### src/rtl/stopwatch_bcd_counter.sv
// MM:SS stopwatch counting rising edges of a slow tick in BCD, with start/stop/clear control.
// The tick is synchronised into the clock_in domain and edge-detected before counting.
module stopwatch_bcd_counter #(
    parameter bit STOP_AT_MAX = 1'b0
) (
    input  logic       clock_in,
    input  logic       reset,
    input  logic       tick_in,
    input  logic       start_stop,
    input  logic       clear,
    output logic [3:0] sec_ones,
    output logic [3:0] sec_tens,
    output logic [3:0] min_ones,
    output logic [3:0] min_tens,
    output logic       running,
    output logic       overflow
);

    typedef enum logic [1:0] {
        ST_IDLE    = 2'd0,
        ST_RUNNING = 2'd1,
        ST_PAUSED  = 2'd2
    } state_t;

    state_t     state;
    state_t     next_state;
    logic       tick_s1;
    logic       tick_s2;
    logic       tick_prev;
    logic       tick_edge;
    logic       at_max;
    logic       next_overflow;
    logic [3:0] next_sec_ones;
    logic [3:0] next_sec_tens;
    logic [3:0] next_min_ones;
    logic [3:0] next_min_tens;

    // One pulse per rising edge of the synchronised tick, however long it stays high.
    assign tick_edge = tick_s2 & ~tick_prev;

    assign at_max = (min_tens == 4'd5) && (min_ones == 4'd9) &&
                    (sec_tens == 4'd5) && (sec_ones == 4'd9);

    // NOTE: every variable gets a default at the top so no path leaves one unassigned (no latches).
    always_comb begin
        next_state    = state;
        next_overflow = 1'b0;
        next_sec_ones = sec_ones;
        next_sec_tens = sec_tens;
        next_min_ones = min_ones;
        next_min_tens = min_tens;

        if (clear) begin
            next_state    = ST_IDLE;
            next_sec_ones = 4'd0;
            next_sec_tens = 4'd0;
            next_min_ones = 4'd0;
            next_min_tens = 4'd0;
        end else begin
            case (state)
                ST_RUNNING: begin
                    if (tick_edge) begin
                        if (at_max) begin
                            next_overflow = 1'b1;
                            if (STOP_AT_MAX) begin
                                next_state = ST_PAUSED;
                            end else begin
                                next_sec_ones = 4'd0;
                                next_sec_tens = 4'd0;
                                next_min_ones = 4'd0;
                                next_min_tens = 4'd0;
                            end
                        end else if (sec_ones != 4'd9) begin
                            next_sec_ones = sec_ones + 4'd1;
                        end else begin
                            next_sec_ones = 4'd0;
                            if (sec_tens != 4'd5) begin
                                next_sec_tens = sec_tens + 4'd1;
                            end else begin
                                next_sec_tens = 4'd0;
                                if (min_ones != 4'd9) begin
                                    next_min_ones = min_ones + 4'd1;
                                end else begin
                                    // min_tens < 5 here, since 59:59 took the at_max branch.
                                    next_min_ones = 4'd0;
                                    next_min_tens = min_tens + 4'd1;
                                end
                            end
                        end
                    end
                    // The tick above is counted first, then the pause takes effect.
                    if (start_stop) begin
                        next_state = ST_PAUSED;
                    end
                end
                ST_IDLE, ST_PAUSED: begin
                    if (start_stop) begin
                        next_state = ST_RUNNING;
                    end
                end
                default: next_state = ST_IDLE;
            endcase
        end
    end

    // NOTE: sequential state uses non-blocking assignments so all flops update together.
    always_ff @(posedge clock_in or posedge reset) begin
        if (reset) begin
            tick_s1   <= 1'b0;
            tick_s2   <= 1'b0;
            tick_prev <= 1'b0;
            state     <= ST_IDLE;
            running   <= 1'b0;
            overflow  <= 1'b0;
            sec_ones  <= 4'd0;
            sec_tens  <= 4'd0;
            min_ones  <= 4'd0;
            min_tens  <= 4'd0;
        end else begin
            tick_s1   <= tick_in;
            tick_s2   <= tick_s1;
            tick_prev <= tick_s2;
            state     <= next_state;
            running   <= (next_state == ST_RUNNING);
            overflow  <= next_overflow;
            sec_ones  <= next_sec_ones;
            sec_tens  <= next_sec_tens;
            min_ones  <= next_min_ones;
            min_tens  <= next_min_tens;
        end
    end

endmodule

### config.mk
export PLATFORM = sky130hd
export DESIGN_NAME = stopwatch_bcd_counter
export DESIGN_NICKNAME = d
export VERILOG_FILES = /design/src/rtl/stopwatch_bcd_counter.sv
export SDC_FILE = /design/constraint.sdc
export NUM_CORES = 1
export LEC_CHECK = 0
export CORE_MARGIN = 2
export CORE_UTILIZATION = 46
export CTS_CLUSTER_DIAMETER = 100
export DETAILED_ROUTE_END_ITERATION = 8
export PLACE_DENSITY = 0.73
export SLEW_MARGIN = 20
export SYNTH_ARGS = -nofsm -noshare
export SYNTH_HDL_FRONTEND = slang
export SYNTH_SLANG_ARGS = --single-unit
export TNS_END_PERCENT = 1
### constraint.sdc
create_clock -name clock_in -period 1.5 [get_ports clock_in]
set_input_delay 0.375 -clock clock_in [delete_from_list [all_inputs] [get_ports clock_in]]
set_output_delay 0.375 -clock clock_in [all_outputs]
set_load 0.03 [all_outputs]
======== Yosys cells after proc, flatten, opt, wreduce, memory -nomap -nowiden ========
Index checks and enable logic that the tools add are counted.
storage, ports and cells
  memories kept ........................... 0
  register bits after elaboration ......... 23
  bits of input ports ..................... 5
  output and inout bits ................... 18
  bits in read-only memories .............. 0
  RAM bits ................................ 0
  logic and storage cells ................. 73
  latch bits .............................. 0
cells by class
  bitwise logic cells ..................... 2
  muxes and demuxes ....................... 33
  div/mod/pow operators ................... 0
  $add $sub $neg .......................... 4
  multiply operators ...................... 0
  equal/unequal tests ..................... 13
  shift-type cells ........................ 0
  reduce and logical (&&, ||, !) cells .... 11
  magnitude comparators ................... 0
operators by type and width
  kind                 count
  $mux 4               25
  $add 4x1->4 const B  4
  $ne 3x3->1 const B   3
  $eq 4x3->1 const B   2
  $eq 4x4->1 const B   2
  $ne 4x4->1 const B   2
  $mux 2               3
  $reduce_and 5->1     1
  $eq 2x1->1 const B   2
  $mux 1               4
  $ne 4x3->1 const B   1
  $pmux 2 s2           1
  $reduce_and 4->1     1
  $reduce_bool 2->1    2
  $logic_and 1x1->1    3
  $reduce_and 3->1     1
  $eq 2x2->1 const B   1
  $logic_not 2->1      1
  $reduce_and 2->1     1
  $reduce_or 2->1      1
  $and 1x1->1          1
  $not 1->1            1

======== Logic depth before layout (Yosys ltp) ========
Gate-level depths: netlist (run 1).
  depth in word-level cells ............... 8
  mapped depth ............................ 7
  mapped depth without buffers ............ 6

======== Least setup slack after synthesis (run 1) ========
No wires, ideal clock.
  path kind ............................... reg-to-reg
  start ................................... reg sec_tens[0]
  end ..................................... reg min_tens[3]
  stages on the path, launching flop included .. 7
  setup time .............................. 78 ps
  arrival ................................. 1,780 ps
  path slack .............................. -358 ps
  cells stage by stage .................... dfrtp_1 -> ha_1 -> and3b_2 -> clkbuf_4 -> nand4_4 -> or4_1 -> a21oi_1
between the ends
  cells in the longest elaborated chain, start to end .. 7
ends and longest elaborated chain
  element                 line  text
  start, declared         12    output logic [3:0] sec_tens,
  start signal, assigned  127   sec_tens <= next_sec_tens;
  $eq 4x3->1              42    (sec_tens == 4'd5) && (sec_ones == 4'd9);
  $logic_and 1x1->1       41    assign at_max = (min_tens == 4'd5) && (min_ones == 4'd9) &&
  $logic_and 1x1->1       42
  $mux 4                  63    if (at_max) begin
  $mux 4                  62    if (tick_edge) begin
  $mux 4                  60    case (state)
  $mux 4                  53    if (clear) begin
  end signal, assigned    129   min_tens <= next_min_tens;
  end, declared           14    output logic [3:0] min_tens,
Several ways; a longest one is shown, not always the timed one. The select of a mux whose other input is x is not followed.
A chain may end at the register's enable or synchronous reset.

======== Worst setup path in the final report (run 1) ========
  start ................................... reg sec_ones[1]
  end ..................................... reg min_tens[3]
between the ends
  cells in the longest elaborated chain, start to end .. 6
ends and longest elaborated chain
  element                 line  text
  start, declared         11    output logic [3:0] sec_ones,
  start signal, assigned  126   sec_ones <= next_sec_ones;
  $eq 4x4->1              42
  $logic_and 1x1->1       42
  $mux 4                  63
  $mux 4                  62
  $mux 4                  60
  $mux 4                  53
Several ways; a longest one is shown, not always the timed one. The select of a mux whose other input is x is not followed.

==> run summary, run 1 <==
In this run the number of H-tree levels came out at 1. The number of vias per cell is ~5.3. The final critical path takes up 115% of the cycle. Data on the critical path arrives at its endpoint at 1.97 ns. Port buffering added 22 buffers. For the worst-skew pair, the clock arrives at the later sink with an insertion delay of 0.30 ns. The first routing iteration left 16 violations. The final instance count without filler cells is 199. When the netlist entered floorplanning its net count stood at 133. The wire length of the first global-routing pass came out at 4.82 mm. Entering global routing, the biggest net connects 24 pins. The final layout net count came out at 183.

On the final layout, the worst clock skew is 0.00583 ns. The checks that failed: negative setup slack. Along the worst path, the maximum fanout reaches 5.

The number of antenna violations at the first check in global routing is 0. The worst-case IR drop observed on VDD is 0.000434 V. Across all layers, the routed design uses 1057 vias. The number of antenna cells inserted is 0. The power share of the combinational group came out at 7.8%.

The sort of element at the start of the critical path is a flip-flop. Setup violations remaining at the end of the flow were counted as 16. The leakage component of the power is 0.779 nW. The width of the die came out at ~55 um. In this run the tightest slew margin relative to its limit is 80.0%. Counting the fill cells in the layout gives 201.

Clock tree synthesis found a total of 23 sinks. The number of warnings issued by yosys is 0. In the final layout, the share of cells above drive strength 1 is 43.2%. The total overflow reported by the global router came out at 0. The number of buffers added by the clock tree synthesis step came out at 3. The global placer's final weighted congestion is slightly below 0.8. The flow ran to the end, but the final reports show violations. Summing the sequential cell areas from Yosys gives 47.6% of the chip area. The worst hold path class is reg -> reg.

The placed instances occupy a cell area of 1610 um2. For the finished layout, the period the worst path requires is 1.73 ns. Setup repair after global routing could not meet its margin everywhere.

The internal power contribution is about 0.00076 W. Of the total power, the clock network draws 28.4%. Timing would allow up to 579 MHz. The count of nets left with antenna violations once routing finished came out at 0. The worst-case hold slack is 0.374 ns. The number of global-route vias before repair is 1112. The number of maximum-capacitance violations is 0. The routed design has 2.87 mm of wire. The first detailed-routing pass ran for 4 iterations. The root buffer cell chosen for the clock tree is sky130_fd_sc_hd__clkbuf_4. Detailed placement ended at an HPWL of 2.04 mm.

The final count of hold timing violations is 0. Each instance of the synthesized netlist takes up on average approximately 10 um2. The minimum setup slack after placement came out at -0.335 ns. The critical path is of the reg -> reg type. The post-synthesis instance area came out at 1210 um2. In the final timing run, aggregate negative setup slack is -1.67 ns.

In this run, distinct cell masters in the synthesized netlist total 30. The flop and latch count out of synthesis is 23. During I/O placement, the number of pins put on the boundary was 23. The buffer levels on the longest clock path came out at 2. The worst setup path is captured at a flip-flop.

The core area is 2480 um2. Once layout is done, the placed cells without fillers occupy 1710 um2. The cell count after synthesis is 120. The number of rows created at floorplan is 18.

The share of total power consumed by net switching came out at 23.6%. Global routing used 19.2% of the available tracks. The average wire per standard cell came out at 14.4 um. In this run, placement finished with an instance count of 192. The number of hold-repair buffers added at the cts stage came out at 0.

The die span in y is 55.3 um. The sequential share of power is 63.8%. For this run, design rule violations remaining after detail routing come to 0.

The clock tree from TritonCTS is yes. The layout overhead on the synthesized area is 41.4%. The post-layout worst setup margin is -0.226 ns. The number of pins with negative max-slew slack in the final report is 0. The data required time at the worst endpoint came out at 1.74 ns. The clock-pin transition on the worst setup and hold timing paths came out at 0.13 ns. Dividing total power by cell area gives a power density of 583 nW/um2. For the pin with the worst max-slew slack, the measured transition is between 0.2 and 0.3 ns. The overall die area is approximately 3100 um2. The initial standard-cell utilization of the core is around half. The net switching power is 0.000235 W.
-- worst max-delay path, stage by stage (launching register included) --
cell	delay, ns
sky130_fd_sc_hd__dfrtp_2	0.43
sky130_fd_sc_hd__inv_2	0.06
sky130_fd_sc_hd__ha_4	0.12
sky130_fd_sc_hd__and3b_2	0.28
sky130_fd_sc_hd__nand4_4	0.12
sky130_fd_sc_hd__or4_4	0.52
sky130_fd_sc_hd__a21oi_2	0.14
-- metrics by stage --
| step | util, % | total power (W) |
|---|---|---|
| 6_report | 69.0 | 0.000996 |
| 5_1_grt | 69.0 | 0.00104 |
| 4_1_cts | 67.3 | 0.00100 |
| 3_5_place_dp | 65.2 | 0.000724 |
| 3_3_place_gp | 65.2 | 0.000722 |
| 2_1_floorplan | - | 0.000686 |
-- path summary, 6_finish.rpt --
check	slack, ns	to	cells after the start	start
max	-0.23	min_tens[3]	6	sec_ones[1]
min	0.37	tick_s2	0	tick_s1
max reg2reg	-0.23	min_tens[3]	6	sec_ones[1]
min reg2reg	0.37	tick_s2	0	tick_s1
max in group asynchronous	0.84	sec_ones[1]	3	reset
min in group asynchronous	0.41	sec_tens[3]	3	reset
-- what timing repair did --
| action | in CTS | in global routing |
|---|---|---|
| endpoints found under the hold margin | 0 | 0 |
| cloned | 0 | 0 |
| pin swaps | 7 | 6 |
| gates resized for setup | 35 | 17 |
| setup buffers | 0 | 3 |
| endpoints found under the setup margin | 26 | 23 |
-- cells by family after synthesis --
logic type	count (synthesis)	synth area share, %
fa+ha+maj	8	8.28
mux	2	1.66
simple gates	53	28.5
compound gates	24	9.94
buf+inv	10	4.04
flops	23	47.6
-- flip-flops by register name (all words and copies together) (netlist names) --
| name | cells |
|---|---|
| min_ones | 4 |
| tick_prev | 1 |
| sec_ones | 4 |
| tick_s1 | 1 |
| state | 2 |
| tick_s2 | 1 |
| sec_tens | 4 |
| running | 1 |
| min_tens | 4 |
| overflow | 1 |
-- cells in the final DEF, fill, tap and decap left out, drive strengths merged, types with 4 or more instances in the layout --
cell type      synthesis  layout
nor2                  10      10
clkdlybuf4s50          0       4
clkbuf                 3       7
clkdlybuf4s15          0       6
nand2                  9       9
a21oi                 18      18
and3b                  4       4
buf                    1      32
o21ai                  6       6
dfrtp                 23      23
inv                    6       6
ha                     8       8
or3                    7       7
-- routing by layer --
metal	share of wire, %	up-vias	GRT usage [%]
met1	44	520	24.6
li1	-	524	-
met5	0	-	0
met4	0.45	0	3.14
met2	53	11	35.0
met3	2.2	2	2.11
-- synth_stat cells (all sizes together) --
library cell / n / area, um2
nor2: 10 / 37.5
nand2: 9 / 41.3
o21ai: 6 / 30.0
clkbuf: 3 / 15.0
a21oi: 18 / 90.1
dfrtp: 23 / 576
mux2i: 2 / 20.0
inv: 6 / 22.5
nand4b: 1 / 8.76
nand2b: 1 / 6.26
nand4bb: 1 / 11.3
nand3b: 3 / 22.5
or4: 2 / 15.0
ha: 8 / 100
and3: 2 / 13.8
buf: 1 / 11.3
nand3: 3 / 15.0
or3b: 1 / 8.76
nor3b: 2 / 15.0
or3: 7 / 46.3
and4bb: 1 / 16.3
nand4: 3 / 33.8
nor3: 3 / 15.0
and3b: 4 / 37.5
-- final cells by class --
cell class	instances	area (um2)	area share, %
clock buffer	3	22.5	1.32
timing repair buffer	49	394	23.1
clock inverter	1	5.00	0.293
tap	30	37.5	2.20
inverter	6	22.5	1.32
multi-input combinational	87	644	37.7
sequential	23	583	34.1
-- power groups by stage --
stage	Sequential [W]	Combinational, W	Clock (W)
2_1_floorplan	0.000654	0.0000319	0
3_3_place_gp	0.000647	0.0000751	0
3_5_place_dp	0.000647	0.0000767	0
4_1_cts	0.000635	0.0000762	0.000290
5_1_grt	0.000637	0.0000863	0.000319
6_report	0.000636	0.0000778	0.000282
(Power assumes the default switching activity.)
==> run 2, diff against run 1 <==
Settings changed: CORE_UTILIZATION 46 to 48, CTS_BUF_LIST from default to sky130_fd_sc_hd__clkbuf_2 sky130_fd_sc_hd__clkbuf_4 sky130_fd_sc_hd__clkbuf_8, PLACE_DENSITY 0.73 to 0.76.
==> run 2 against run 1 <==
  * The run still ends with negative setup slack left
  * Register-to-register slack improved by 0.02 ns
  * Flip-flop and latch count unchanged
  * Clock power increased by 4%
  * Design area increased by 1.8%
  * Global-route usage increased by 1.5 points
  * Critical endpoint is now sec_tens[3]
==> run summary, run 2 (synthesis gave the netlist of run 1 again) <==
The total area of multi-input combinational cells came out at 641 um2. Global routing consumed, on the met1 layer, between 20 and 25% of the routing resources. Setup repair after global routing could not meet its margin everywhere. The number of hold-repair buffers added at the cts stage is 0. In the layout the commonest cells are 38 x sky130_fd_sc_hd__buf_4, 18 x sky130_fd_sc_hd__dfrtp_1, 13 x sky130_fd_sc_hd__a21oi_1, 10 x sky130_fd_sc_hd__nor2_1, 8 x sky130_fd_sc_hd__nand2_1. The final count of hold timing violations is 0. The total power after layout came out at 0.00101 W. For this design the ratio of total power to cell area is just under 600 nW/um2.

The net switching power came out at 0.000248 W. The power share of the combinational group came out at 8.2%. The number of global-route vias before repair came out at 1061.

The period utilization came out at 113%. The clock net sink count came out at 23. Tracing the worst setup path back leads to its startpoint at sec_tens[1]. For this configuration, the core starts out at a cell density of 49.7%.

The fill cell instance count of the final layout is between 150 and 200. The peak-usage layer in the global routing report is met2. The floorplan has 18 rows. Sequential cells account for roughly 63% of the total power. The number of vias per cell came out at 5.43. TritonCTS built the clock tree. The internal power contribution is roughly 0.00076 W. The final layout contains 189 nets. The final standard cell utilization of the core came out at 71.5%. The post-layout worst setup margin is -0.201 ns. The number of maximum-capacitance violations came out at 0.

The number of top-level design ports is 23. The tree is rooted in a sky130_fd_sc_hd__clkbuf_4. The clock-pin transition on the worst setup and hold timing paths is 0.14 ns. The clock skew after layout came out at 0.00639 ns. The repair_antennas step left the layout with diodes totalling 0.

The footprint of the flip-flops and latches came out at 582 um2. Buffers placed on the I/O ports in this run total 22. The worst hold path class is reg -> reg. The longest clock path from root to sink contains 2 buffers. The worst pin sits at a relative slew slack of between 70 and 80%. The core area came out at 2430 um2. The width of the die came out at 54.2 um. The CTS H-tree depth is 1.

STA classifies the critical path endpoint as a flip-flop. The die span in y is 54.2 um. The global placer's final weighted congestion came out at between 0.8 and 0.9. For this run, global-route usage on met2 was measured as a little under two fifths. The sort of element at the start of the critical path is a flip-flop. In this run the critical register-to-register path is launched from sec_tens[1]. The number of pins with negative max-slew slack in the final report was 0.

The proportion of power drawn by the clock network is ~29%. The number of buffers added by the clock tree synthesis step is 3. The worst setup path category is reg -> reg. Based on the critical path, the design can be clocked at up to between 500 and 600 MHz. Leaving out filler cells and counting taps, the final layout contains 205.

The top fanout value on the critical path is 7. The layout overhead on the synthesized area came out at 43.9%. The data required time at the worst endpoint is 1.75 ns. The library cell used most frequently in the layout, excluding fill and tap cells, is sky130_fd_sc_hd__buf_4.

The share of total power consumed by net switching is 24.5%. The peak supply drop is 0.000354 V. The placed wire-length estimate came out at 2.08 mm. After global routing the overflow that remains totals 0. In the global route stage, overall resource usage came out at 20.7%. The run finished, with violations left. The final reports fail on negative setup slack. The leakage component of the power is between 0.8 and 0.9 nW. Data on the critical path arrives at its endpoint at between 1.5 and 2 ns. For met3 alone, demand over resource in global routing was 3.06%. The share of layout cells above drive strength 1 came out at 45.1%.

Clock latency on the worst-skew pair, taken at its later pin, is 0.31 ns. The first detailed-routing pass ran for 4 iterations. The detailed router's first-iteration violation count is 20.

The wire length of the first global-routing pass is 4.43 mm. The final setup violation count is 15. The number of antenna violations at the first check in global routing was 0. Entering global routing, the biggest net connects 24 pins.

The remaining antenna violation count came out at 0. The worst hold path begins at tick_s1. The post-placement cell count came out at 197. Counting I/O delays and the setup requirement, the final critical path takes roughly 1.7 ns. The overall die area came out at 2940 um2. The worst-case hold slack is roughly 0.37 ns. The sum of negative setup slack is -1.77 ns.

Wires add up to 2.94 mm. The average wire per standard cell came out at between 10 and 15 um. The measured slew at the worst slew-check pin came out at 0.300 ns.

The DRC violation count after routing came out at 0. The total vias in the final route is 1113.
[run 2: path summary, 6_finish.rpt]
kind,endpoint,slack (ns),cells after the start
max in group asynchronous,sec_tens[0],0.84,3
worst min register to register,tick_s2,0.37,0
worst max-delay path,sec_tens[3],-0.20,6
worst max register to register,sec_tens[3],-0.20,6
worst min-delay path,tick_s2,0.37,0
min in group asynchronous,min_tens[3],0.40,3
[run 2: critical path: stages, from the launching register on]
cell	delay, ns
sky130_fd_sc_hd__dfrtp_2	0.40
sky130_fd_sc_hd__inv_2	0.04
sky130_fd_sc_hd__ha_2	0.16
sky130_fd_sc_hd__and3b_2	0.27
sky130_fd_sc_hd__buf_6	0.14
sky130_fd_sc_hd__or4_4	0.50
sky130_fd_sc_hd__a21oi_2	0.14
[run 2: routing by layer]
layer | share of wire, % | vias to the layer above | routed length [um]
li1 | - | 533 | -
met1 | 44 | 550 | 1290
met2 | 53 | 26 | 1550
met3 | 2.9 | 4 | 86
met4 | 0.71 | 0 | 21
met5 | 0 | - | 0
[run 2: final cells by class]
class                      count  share of cell area, %
clock inverter                 1                  0.288
multi-input combinational     87                   36.8
inverter                       6                   1.29
tap                           30                   2.16
clock buffer                   3                   1.29
timing repair buffer          55                   24.7
sequential                    23                   33.5
[run 2: repair_timing]
action                                  CTS  global route
endpoints found under the hold margin     0             0
setup buffers                             0             4
gates resized for setup                  26            25
endpoints found under the setup margin   28            23
pin swaps                                 5             9
[run 2: power groups by stage]
| stage | Sequential, W | Combinational, W | Clock [W] |
|---|---|---|---|
| finish | 0.000636 | 0.0000829 | 0.000294 |
| global route | 0.000637 | 0.0000899 | 0.000330 |
| CTS | 0.000635 | 0.0000816 | 0.000304 |
| detailed placement | 0.000647 | 0.0000828 | 0 |
| global placement | 0.000646 | 0.0000793 | 0 |
| floorplan | 0.000654 | 0.0000319 | 0 |
[run 2: stage by stage]
step / instance area [um2] / worst slack (ns)
after floorplan: 1220 / -0.264
after global placement: 1650 / -0.224
after detailed placement: 1650 / -0.315
after CTS: 1680 / -0.249
after global routing: 1740 / -0.243
final: 1740 / -0.201
==> run 3, diff against run 2 <==
Settings changed: CORE_MARGIN 2 to default.
==> run 3 against run 2 <==
  * The run still ends with negative setup slack left
  * Flip-flop and latch count stayed put
  * Cell count is 2.0% lower
  * Hold slack worse by 0.0071 ns
  * Critical path type unchanged
  * Largest power group unchanged
==> run summary, run 3 (synthesis gave the netlist of run 1 again) <==
Summed over all failing endpoints, the final setup total negative slack is -2.65 ns. The worst register-to-register path has a depth of 6. The final layout net count came out at 187.

The number of antenna cells inserted is 0. The internal power contribution is 0.000764 W. The area growth from synthesis to layout is 43.8%. Across all hold checks on the routed design, the worst slack comes to 0.364 ns. In this run the clock root is driven by a sky130_fd_sc_hd__clkbuf_4. The period utilization is 123%. The clock skew after layout came out at 0.00302 ns. The share of total power consumed by net switching is 24.3%. Max-cap violations in this run came to 0. The number of port buffers is 22. The count of nets left with antenna violations once routing finished came out at 0.

Counting both buffers and inverters, the worst setup path holds a total of 1. For the worst setup path, the data required time is 1.74 ns. The average wire per standard cell came out at 15.1 um. Clock latency on the worst-skew pair, taken at its later pin, is slightly above 0.3 ns. The post-layout worst setup margin came out at -0.348 ns. The CTS H-tree depth came out at 1. The net switching power is 0.000246 W. The cell area after placement came out at 1630 um2.

Of all nets on the critical path, the largest fanout is 7. The power share of the combinational group came out at 8.2%. The clock net sink count came out at 23.

The longest individual stage delay on the worst path is 0.53 ns. The peak supply drop came out at 0.000609 V. The global placer's final weighted congestion is 0.770. In this run the core area contains 17 standard-cell rows. The final setup violation count came out at 18. The final wirelength is 3.04 mm.

For this block, the initial DRC count from the detailed router was 27. The leakage component of the power came out at 0.797 nW. The number of antenna violations at the first check in global routing came out at 0. The number of top-level design ports came out at 23. The final instance count without filler cells came out at 201. The final count of hold timing violations is 0. The total routing resource utilization after global routing came out at 23.5%. The width of the die is 52.2 um. The min-delay analysis places its worst path in the category reg -> reg. The worst hold path cell count is 0. Before antenna repair, the detailed router went through 4 iterations.

Entering global routing, the biggest net connects 24 pins. The worst slew margin relative to its limit is 79.8%. Walking the worst path, the cells encountered are inv_2 -> ha_4 -> and3b_2 -> nand4_4 -> or4_4 -> a21oi_2. The clock network burns 28.9% of the power. The number of hold-repair buffers added at the cts stage is 0. The die covers 2720 um2.

The first global-routing pass estimated 4.76 mm of wire. Of the total power, registers draw 62.9%. In this run the standard cell core region covers 2300 um2. The initial standard-cell utilization of the core is 52.6%. The measured slew at the worst slew-check pin is 0.303 ns. Among all stages on the critical path, the largest delay is contributed by sky130_fd_sc_hd__or4_4. The number of global-route vias before repair came out at 1060. For this run, design rule violations remaining after detail routing come to 0. The shortest clock period the worst path allows after layout is 1.85 ns. The checks that failed: negative setup slack.

The flow ran to the end, but the final reports show violations. Once detailed placement completed, the half-perimeter wirelength came to slightly below 2 mm. The clock tree from TritonCTS is yes. The library cell used most frequently in the layout, excluding fill and tap cells, is sky130_fd_sc_hd__buf_4. The critical path is of the reg -> reg type. Dividing the detail-routed via count by the number of cells gives between 5 and 6. The post-route cell area is ~1700 um2. The clock-pin transition on the worst setup and hold timing paths is 0.13 ns. The instance count on the critical path came out at 6. Counting the buffers created by CTS gives 3.

The share of layout cells above drive strength 1 came out at 45.1%. The sort of element at the start of the critical path is a flip-flop. The total overflow reported by the global router came out at 0.

Setup repair after global routing could not meet its margin everywhere. The cell class contributing the biggest share of worst-path delay is simple AND/OR/NAND/NOR gates. Derived from the worst setup path, the maximum achievable clock frequency is 541 MHz.

Including well taps, the total number of placed cells is 192. The number of pins with negative max-slew slack in the final report is 0. In this run the vertical extent of the chip is about 52 um. The longest clock path from root to sink contains 2 buffers. Power spread over the standard cell area amounts to ~580 nW/um2.

The endpoint type of the worst setup path is a flip-flop. The data arrival time of the worst path is 2.09 ns. The total vias in the final route came out at 1094. The top cell types in the final layout, fill and taps aside, are 34 x sky130_fd_sc_hd__buf_4, 16 x sky130_fd_sc_hd__dfrtp_1, 12 x sky130_fd_sc_hd__a21oi_1, 10 x sky130_fd_sc_hd__nor2_1.
[run 3: final timing paths]
kind | end | slack, ns | from
setup / recovery | min_tens[3] | -0.35 | sec_ones[1]
hold / removal | tick_s2 | 0.36 | tick_s1
setup reg to reg | min_tens[3] | -0.35 | sec_ones[1]
hold reg to reg | tick_s2 | 0.36 | tick_s1
max in group asynchronous | min_tens[0] | 0.86 | reset
min in group asynchronous | sec_tens[2] | 0.39 | reset
[run 3: power by group through the flow]
stage | Sequential, W | Clock [W] | Combinational (W)
6_report | 0.000635 | 0.000292 | 0.0000829
4_1_cts | 0.000635 | 0.000300 | 0.0000800
3_5_place_dp | 0.000647 | 0 | 0.0000811
5_1_grt | 0.000637 | 0.000327 | 0.0000913
2_1_floorplan | 0.000654 | 0 | 0.0000319
3_3_place_gp | 0.000646 | 0 | 0.0000783
[run 3: cell type report]
class	instances	area (um2)
Multi-Input combinational cell	87	641
Sequential cell	23	584
Fill cell	154	559
Timing Repair Buffer	53	428
Tap cell	28	35.0
Clock buffer	3	22.5
Inverter	6	22.5
Clock inverter	1	5.00
[run 3: stage by stage]
step | utilization (%) | setup WS [ns] | power (W)
CTS | 72.9 | -0.249 | 0.00102
floorplan | - | -0.264 | 0.000686
detailed placement | 71.0 | -0.363 | 0.000728
global placement | 71.0 | -0.303 | 0.000724
global route | 75.7 | -0.425 | 0.00106
finish | 75.7 | -0.348 | 0.00101
[run 3: routing by layer]
layer	wire length [um]	up-vias	track usage (%)
met5	0	-	0
met4	44	0	7.89
met3	81	6	2.90
met2	1550	19	39.1
met1	1360	538	31.5
li1	-	531	-
[run 3: what timing repair did]
item / 4_1_cts / 5_1_grt
setup buffers: 0 / 5
resized for setup: 38 / 21
pin swaps: 7 / 7
endpoints found under the setup margin: 29 / 26
